$ cat src/rtl/usb_cmd_pkg.sv
// usb_cmd_pkg: shared parser state encoding, abort cause codes and default framing bytes
package usb_cmd_pkg;
  typedef enum logic [2:0] {
    HUNT        = 3'd0,
    GET_CMD     = 3'd1,
    GET_LEN     = 3'd2,
    GET_PAYLOAD = 3'd3,
    GET_CHK     = 3'd4
  } state_t;
  localparam logic [1:0] ERR_LEN     = 2'd1;
  localparam logic [1:0] ERR_CHK     = 2'd2;
  localparam logic [1:0] ERR_TIMEOUT = 2'd3;
  localparam logic [7:0] DEF_SYNC_BYTE = 8'hA5;
  localparam logic [7:0] DEF_OP_START  = 8'h02;
endpackage

$ cat src/rtl/cmd_payload_buf.sv
// cmd_payload_buf: DEPTHx8 payload store, synchronous write, asynchronous read
// Ports: clk; we/wr_addr/wr_data write port; rd_addr -> rd_data combinational read.
module cmd_payload_buf #(
  parameter int DEPTH = 16,
  parameter int AW = 4
) (
  input  logic          clk,
  input  logic          we,
  input  logic [AW-1:0] wr_addr,
  input  logic [7:0]    wr_data,
  input  logic [AW-1:0] rd_addr,
  output logic [7:0]    rd_data
);
  logic [7:0] mem [DEPTH];
  always_ff @(posedge clk)
    if (we) mem[wr_addr] <= wr_data;
  assign rd_data = mem[rd_addr];
endmodule

$ cat src/rtl/usb_cmd_parser.sv
// usb_cmd_parser: frames a SYNC/CMD/LEN/payload[/CHK] byte stream into one-cycle command strobes
// Ports: CLOCK_50, reset (sync, active-high); rx_data/rx_valid byte strobe;
//   buf_rd_addr -> buf_rd_data payload read; cmd_valid/cmd_op/cmd_len accepted command;
//   start_tx pulse for OP_START; frame_err/err_code abort report; busy while a frame is open.
// Define USB_CMD_CHECKSUM_EN to expect and verify a trailing XOR checksum byte.
module usb_cmd_parser
  import usb_cmd_pkg::*;
#(
  parameter int MAX_PAYLOAD = 16,
  parameter logic [7:0] SYNC_BYTE = DEF_SYNC_BYTE,
  parameter logic [7:0] OP_START = DEF_OP_START,
  parameter int TIMEOUT_CYCLES = 5_000_000,
  localparam int AW = MAX_PAYLOAD > 1 ? $clog2(MAX_PAYLOAD) : 1
) (
  input  logic          CLOCK_50,
  input  logic          reset,
  input  logic [7:0]    rx_data,
  input  logic          rx_valid,
  input  logic [AW-1:0] buf_rd_addr,
  output logic [7:0]    buf_rd_data,
  output logic          cmd_valid,
  output logic [7:0]    cmd_op,
  output logic [7:0]    cmd_len,
  output logic          start_tx,
  output logic          frame_err,
  output logic [1:0]    err_code,
  output logic          busy
);
  localparam logic [7:0]  MAX_LEN  = 8'(MAX_PAYLOAD);
  localparam logic [31:0] TMO_LAST = 32'(TIMEOUT_CYCLES - 1);
  state_t state, nxt;
  logic [7:0] op, len, idx;
  logic [31:0] tmo;
  logic acc, abt, wr;
  logic [1:0] code;
`ifdef USB_CMD_CHECKSUM_EN
  logic [7:0] xsum;
`endif
  always_comb begin
    nxt = state;
    acc = 1'b0;
    abt = 1'b0;
    wr = 1'b0;
    code = ERR_LEN;
    if (rx_valid)
      case (state)
        HUNT: nxt = rx_data == SYNC_BYTE ? GET_CMD : HUNT;
        GET_CMD: nxt = GET_LEN;
        GET_LEN: begin
          abt = rx_data > MAX_LEN;
`ifdef USB_CMD_CHECKSUM_EN
          nxt = rx_data == 8'd0 ? GET_CHK : GET_PAYLOAD;
`else
          acc = rx_data == 8'd0;
          nxt = GET_PAYLOAD;
`endif
        end
        GET_PAYLOAD: begin
          wr = 1'b1;
`ifdef USB_CMD_CHECKSUM_EN
          nxt = idx + 8'd1 == len ? GET_CHK : GET_PAYLOAD;
`else
          acc = idx + 8'd1 == len;
`endif
        end
`ifdef USB_CMD_CHECKSUM_EN
        GET_CHK: begin
          acc = rx_data == xsum;
          abt = !acc;
          code = ERR_CHK;
        end
`endif
        default: nxt = HUNT;
      endcase
    else if (state != HUNT && tmo == TMO_LAST) begin
      abt = 1'b1;
      code = ERR_TIMEOUT;
    end
    if (acc || abt) nxt = HUNT;
  end
  always_ff @(posedge CLOCK_50) begin
    cmd_valid <= 1'b0;
    start_tx <= 1'b0;
    frame_err <= 1'b0;
    if (reset) begin
      state <= HUNT;
      tmo <= '0;
      op <= '0;
      len <= '0;
      idx <= '0;
      cmd_op <= '0;
      cmd_len <= '0;
      err_code <= '0;
    end else begin
      state <= nxt;
      tmo <= rx_valid || state == HUNT ? '0 : tmo + 32'd1;
      if (rx_valid && state == GET_CMD) op <= rx_data;
      if (rx_valid && state == GET_LEN) begin
        len <= rx_data;
        idx <= '0;
      end
      if (wr) idx <= idx + 8'd1;
      cmd_valid <= acc;
      frame_err <= abt;
      start_tx <= acc && op == OP_START;
      if (acc) begin
        cmd_op <= op;
        cmd_len <= state == GET_LEN ? rx_data : len;
      end
      if (abt) err_code <= code;
    end
  end
`ifdef USB_CMD_CHECKSUM_EN
  always_ff @(posedge CLOCK_50)
    if (reset || state == HUNT) xsum <= '0;
    else if (rx_valid) xsum <= xsum ^ rx_data;
`endif
  assign busy = state != HUNT;
  cmd_payload_buf #(.DEPTH(MAX_PAYLOAD), .AW(AW)) u_buf (
    .clk(CLOCK_50),
    .we(wr),
    .wr_addr(idx[AW-1:0]),
    .wr_data(rx_data),
    .rd_addr(buf_rd_addr),
    .rd_data(buf_rd_data)
  );
endmodule

$ cat config.mk
export PLATFORM = sky130hd
export DESIGN_NAME = usb_cmd_parser
export DESIGN_NICKNAME = d
export VERILOG_FILES = /design/src/rtl/usb_cmd_pkg.sv /design/src/rtl/cmd_payload_buf.sv /design/src/rtl/usb_cmd_parser.sv
export SDC_FILE = /design/constraint.sdc
export NUM_CORES = 1
export LEC_CHECK = 0
export BUFFER_PORTS_ARGS = -buffer_cell sky130_fd_sc_hd__buf_2
export CAP_MARGIN = 20
export CORE_ASPECT_RATIO = 2
export CORE_UTILIZATION = 55
export DETAILED_ROUTE_END_ITERATION = 8
export PLACE_DENSITY = 0.77
export SYNTH_ARGS = -nofsm -noshare
export SYNTH_HDL_FRONTEND = slang
export SYNTH_SLANG_ARGS = --single-unit
$ cat constraint.sdc
create_clock -name CLOCK_50 -period 3.4 [get_ports CLOCK_50]
set_clock_uncertainty 0.05 [all_clocks]
set_input_delay 0.51 -clock CLOCK_50 [delete_from_list [all_inputs] [get_ports CLOCK_50]]
set_output_delay 0.51 -clock CLOCK_50 [all_outputs]
set_load 0.02 [all_outputs]
==> results.cfg <==
[status]
status = complete, no violations

[global_route]
largest_net_degree_at_the_start_of_global_routing = 56
grt_usage = 0.259
initial_antenna_violation_count = 0
globalRoute.totalOverflow = 0
grt_first_pass_wirelength_microns = 33800
first_global_vias = 6207

[synthesis]
post_synth_instance_area_sq_um = 9170
portion_of_netlist_area_occupied_by_mux_cells = 0.107
synth_cell_type_count = 54
synth_edf_count = 128
synth_simple_gate_area_share = 0.154
synth_compound_area_frac = 0.0712
synth.net_count = 743
post_synth_xor_area_fraction = 0.0353
proportion_of_synthesized_flip_flops_having_asynchronous_set_or_reset = 0
main_combinational_cell_family_by_area_after_synthesis = simple AND/OR/NAND/NOR gates
synth_seq_cells = 207
synth.yosys.warnings = 0
synth_fa_ha_area_frac = 0.0123
dominantRegCellSynth = sky130_fd_sc_hd__edfxtp_1
syn-instance-count = 719
yosysSeqAreaShare = 0.592
synthesis.area_per_instance_sq_um = 12.8

[drt]
dr.pass1.iters = 5
wl_per_cell_microns = 22.1
routed_wl_microns = 21500
route.vias.total = 6155
detail_route_antenna_nets = 0
drt-initial-drc-count = 479
routed_via_density = 6.33
drc_errors = 0

[worst_setup_path]
timing.rr.start = idx[0]
start_kind = primary input
worst-setup-path-type = primary input to primary output
critPathMaxFanout = 32
worst_reg2reg_setup_slack_ns = 0.82
arrival_ns = 2.23
worst-endpoint-required_ns = 2.84
worst_path_max_delay_cell = sky130_fd_sc_hd__buf_2
cp_cell_sequence = buf_2 > mux4_2 > mux4_2 > buf_2
critPathCaptureType = primary output
r2r.worst_path.cells = 6
critical_path.max_stage_delay_ns = 0.61
worstReg2RegEnd = start_tx

[placed_design]
globalplace.congestion = 0.869
place.port_buffers = 44
dpl_cell_area_sq_um = 9580
dpl.hpwl_microns = 14600

[floorplan]
initial_core_util = 0.564
width_of_the_die_microns = 93.3
placementRows = 66
area_of_the_die_sq_um = 17200
core_sq_um = 16300
design.portCount = 45
die_height_microns = 185

[clocking]
root_buffer = sky130_fd_sc_hd__clkbuf_16
cts.htree.levels = 1
cts_hold_repair.buffers = 0
tritoncts = done
cts_num_sinks = 207
clock_path_buffers = 3
post_cts.resized_instances = 0
clk_transition_reported_paths_ns = 0.06
setup_buffers_after_cts = 0
cts_buffers = 19
clock_insertion_delay_worst_skew_ns = 0.49

[sta]
max_freq_ghz = 0.358
period_needed_ns = 2.79
layout_worst_path_cycle_share = 0.822
timing.final.max_slew_violations = 0
final_layout_setup_total_negative_slack_ns = 0
timing_worst_slew_pin_value_ns = 0.979
setup_viol = 0
hold_violations = 0
grt_setup_unrepaired = no
slew-limit-headroom = 0.345

[layout]
area_growth_syn_to_layout_pct = 12.0
fin_nets = 780
post-route-cell-area_sq_um = 10300
post_route_cells_drive_above_1_share = 0.190
antennaDiodeCount = 0

[worst_hold_path]
whs_path_depth = 2
worst_hold_path.endpoint = err_code[0]
worstHoldPathType = primary input to register
worst_hold_start = reset

[power]
power_per_cell_area_nw_per_um2 = 503
power.share.switching = 0.212
pwr-share-clk = 0.434
p_leak_nw = 3.43
seq_power_share = 0.517
combPwrFrac = 0.049
total_switching_power_mw = 1.10
internal_power_mw = 4.07
irDropWorstVdd_mv = 0.388

[run]
max-cap-violations = 0
## worst max path at each step
stage                     cells past startpoint            from              to
final                                         4  buf_rd_addr[1]  buf_rd_data[1]
after global routing                          4  buf_rd_addr[1]  buf_rd_data[2]
after CTS                                     4  buf_rd_addr[1]  buf_rd_data[1]
after detailed placement                      4  buf_rd_addr[1]  buf_rd_data[1]
after global placement                        4  buf_rd_addr[1]  buf_rd_data[0]
after floorplan                               4  buf_rd_addr[0]  buf_rd_data[0]
## metrics by stage
| stage | instances | worst slack [ns] | hold slack, ns | utilization | total power, mW |
|---|---|---|---|---|---|
| 2_1_floorplan | 719 | 0.747 | 0.392 | - | 2.89 |
| 3_3_place_gp | 937 | 0.742 | 0.402 | 0.588 | 2.96 |
| 3_5_place_dp | 938 | 0.616 | 0.411 | 0.589 | 2.98 |
| 4_1_cts | 972 | 0.605 | 0.369 | 0.629 | 5.19 |
| 5_1_grt | 973 | 0.550 | 0.386 | 0.631 | 5.29 |
| 6_report | 973 | 0.607 | 0.391 | 0.631 | 5.17 |
## final cells by class
class,count,area (sq um)
fill,1161,6000
multi-input combinational,451,3480
clock buffer,23,510
tap,204,255
clock inverter,11,148
inverter,14,52.6
sequential,207,5430
timing repair buffer,63,395
## layer usage
metal / up-vias / track usage / wire length, microns
li1: 2792 / - / -
met1: 3046 / 0.284 / 7600
met2: 255 / 0.493 / 12000
met5: - / 0 / 0
met4: 0 / 0.117 / 940
met3: 62 / 0.0252 / 948
## state kept, by name, indices dropped and copies added (netlist names)
register	count
u_buf.mem	128
tmo	32
cmd_len	8
cmd_op	8
idx	8
len	8
op	8
err_code	2
state	2
cmd_valid	1
frame_err	1
start_tx	1
## kinds of logic after synthesis
family	Yosys count
and+or+nand+nor	269
xor gates and xnor gates	37
buffers and inverters	61
DFF	207
adders and majority gates	9
AOI/OAI and AO/OA	88
muxes	48
## worst max-delay path, delay by kind of cell
kind	cells	cell delay (ns)
buffers and inverters	2	0.79
muxes	2	0.92
## power groups by stage
stage                     Clock, mW  Combinational (mW)  Sequential (mW)
final                          2.24               0.253             2.67
after global routing           2.35               0.271             2.67
after CTS                      2.26               0.250             2.67
after detailed placement          0               0.249             2.73
after global placement            0               0.235             2.73
after floorplan                   0               0.158             2.73
## synthesized netlist by cell type (7+ instances only)
cell type | n | area share
sky130_fd_sc_hd__a21oi_1 | 37 | 0.020
sky130_fd_sc_hd__and3_1 | 13 | 0.0089
sky130_fd_sc_hd__buf_2 | 12 | 0.0066
sky130_fd_sc_hd__clkbuf_1 | 30 | 0.012
sky130_fd_sc_hd__dfxtp_1 | 79 | 0.17
sky130_fd_sc_hd__edfxtp_1 | 128 | 0.42
sky130_fd_sc_hd__ha_1 | 9 | 0.012
sky130_fd_sc_hd__inv_1 | 14 | 0.0057
sky130_fd_sc_hd__mux2i_1 | 8 | 0.0087
sky130_fd_sc_hd__mux4_2 | 40 | 0.098
sky130_fd_sc_hd__nand2_1 | 51 | 0.021
sky130_fd_sc_hd__nand3_1 | 31 | 0.017
sky130_fd_sc_hd__nand4_1 | 29 | 0.020
sky130_fd_sc_hd__nor2_1 | 73 | 0.030
sky130_fd_sc_hd__nor3_1 | 17 | 0.0093
sky130_fd_sc_hd__nor3b_1 | 16 | 0.013
sky130_fd_sc_hd__nor4_1 | 7 | 0.0048
sky130_fd_sc_hd__o311ai_1 | 7 | 0.0067
sky130_fd_sc_hd__o31ai_1 | 16 | 0.013
sky130_fd_sc_hd__xnor2_1 | 9 | 0.0086
sky130_fd_sc_hd__xor2_1 | 28 | 0.027
## cell usage in the layout, fill, tap and decap left out, types with 3 or more instances in the layout
cell type,instances
sky130_fd_sc_hd__nand4_1,29
sky130_fd_sc_hd__a21oi_1,37
sky130_fd_sc_hd__nor3b_1,16
sky130_fd_sc_hd__buf_4,17
sky130_fd_sc_hd__o31ai_1,16
sky130_fd_sc_hd__and2_1,4
sky130_fd_sc_hd__dfxtp_1,79
sky130_fd_sc_hd__o311ai_1,7
sky130_fd_sc_hd__clkbuf_16,19
sky130_fd_sc_hd__nor4_1,7
sky130_fd_sc_hd__buf_2,44
sky130_fd_sc_hd__inv_1,14
sky130_fd_sc_hd__nand3_1,31
sky130_fd_sc_hd__edfxtp_1,128
sky130_fd_sc_hd__xor2_1,28
sky130_fd_sc_hd__nor2_1,73
sky130_fd_sc_hd__xnor2_1,9
sky130_fd_sc_hd__nand2_1,51
sky130_fd_sc_hd__a31oi_1,3
sky130_fd_sc_hd__o21ai_0,5
sky130_fd_sc_hd__mux2i_1,8
sky130_fd_sc_hd__mux4_2,40
sky130_fd_sc_hd__and4_1,6
sky130_fd_sc_hd__ha_1,9
sky130_fd_sc_hd__nor3_1,17
sky130_fd_sc_hd__nand2b_1,5
sky130_fd_sc_hd__nor4b_1,4
sky130_fd_sc_hd__and3_1,13
sky130_fd_sc_hd__bufinv_16,3
No activity file was read; power rests on OpenSTA's default activity.
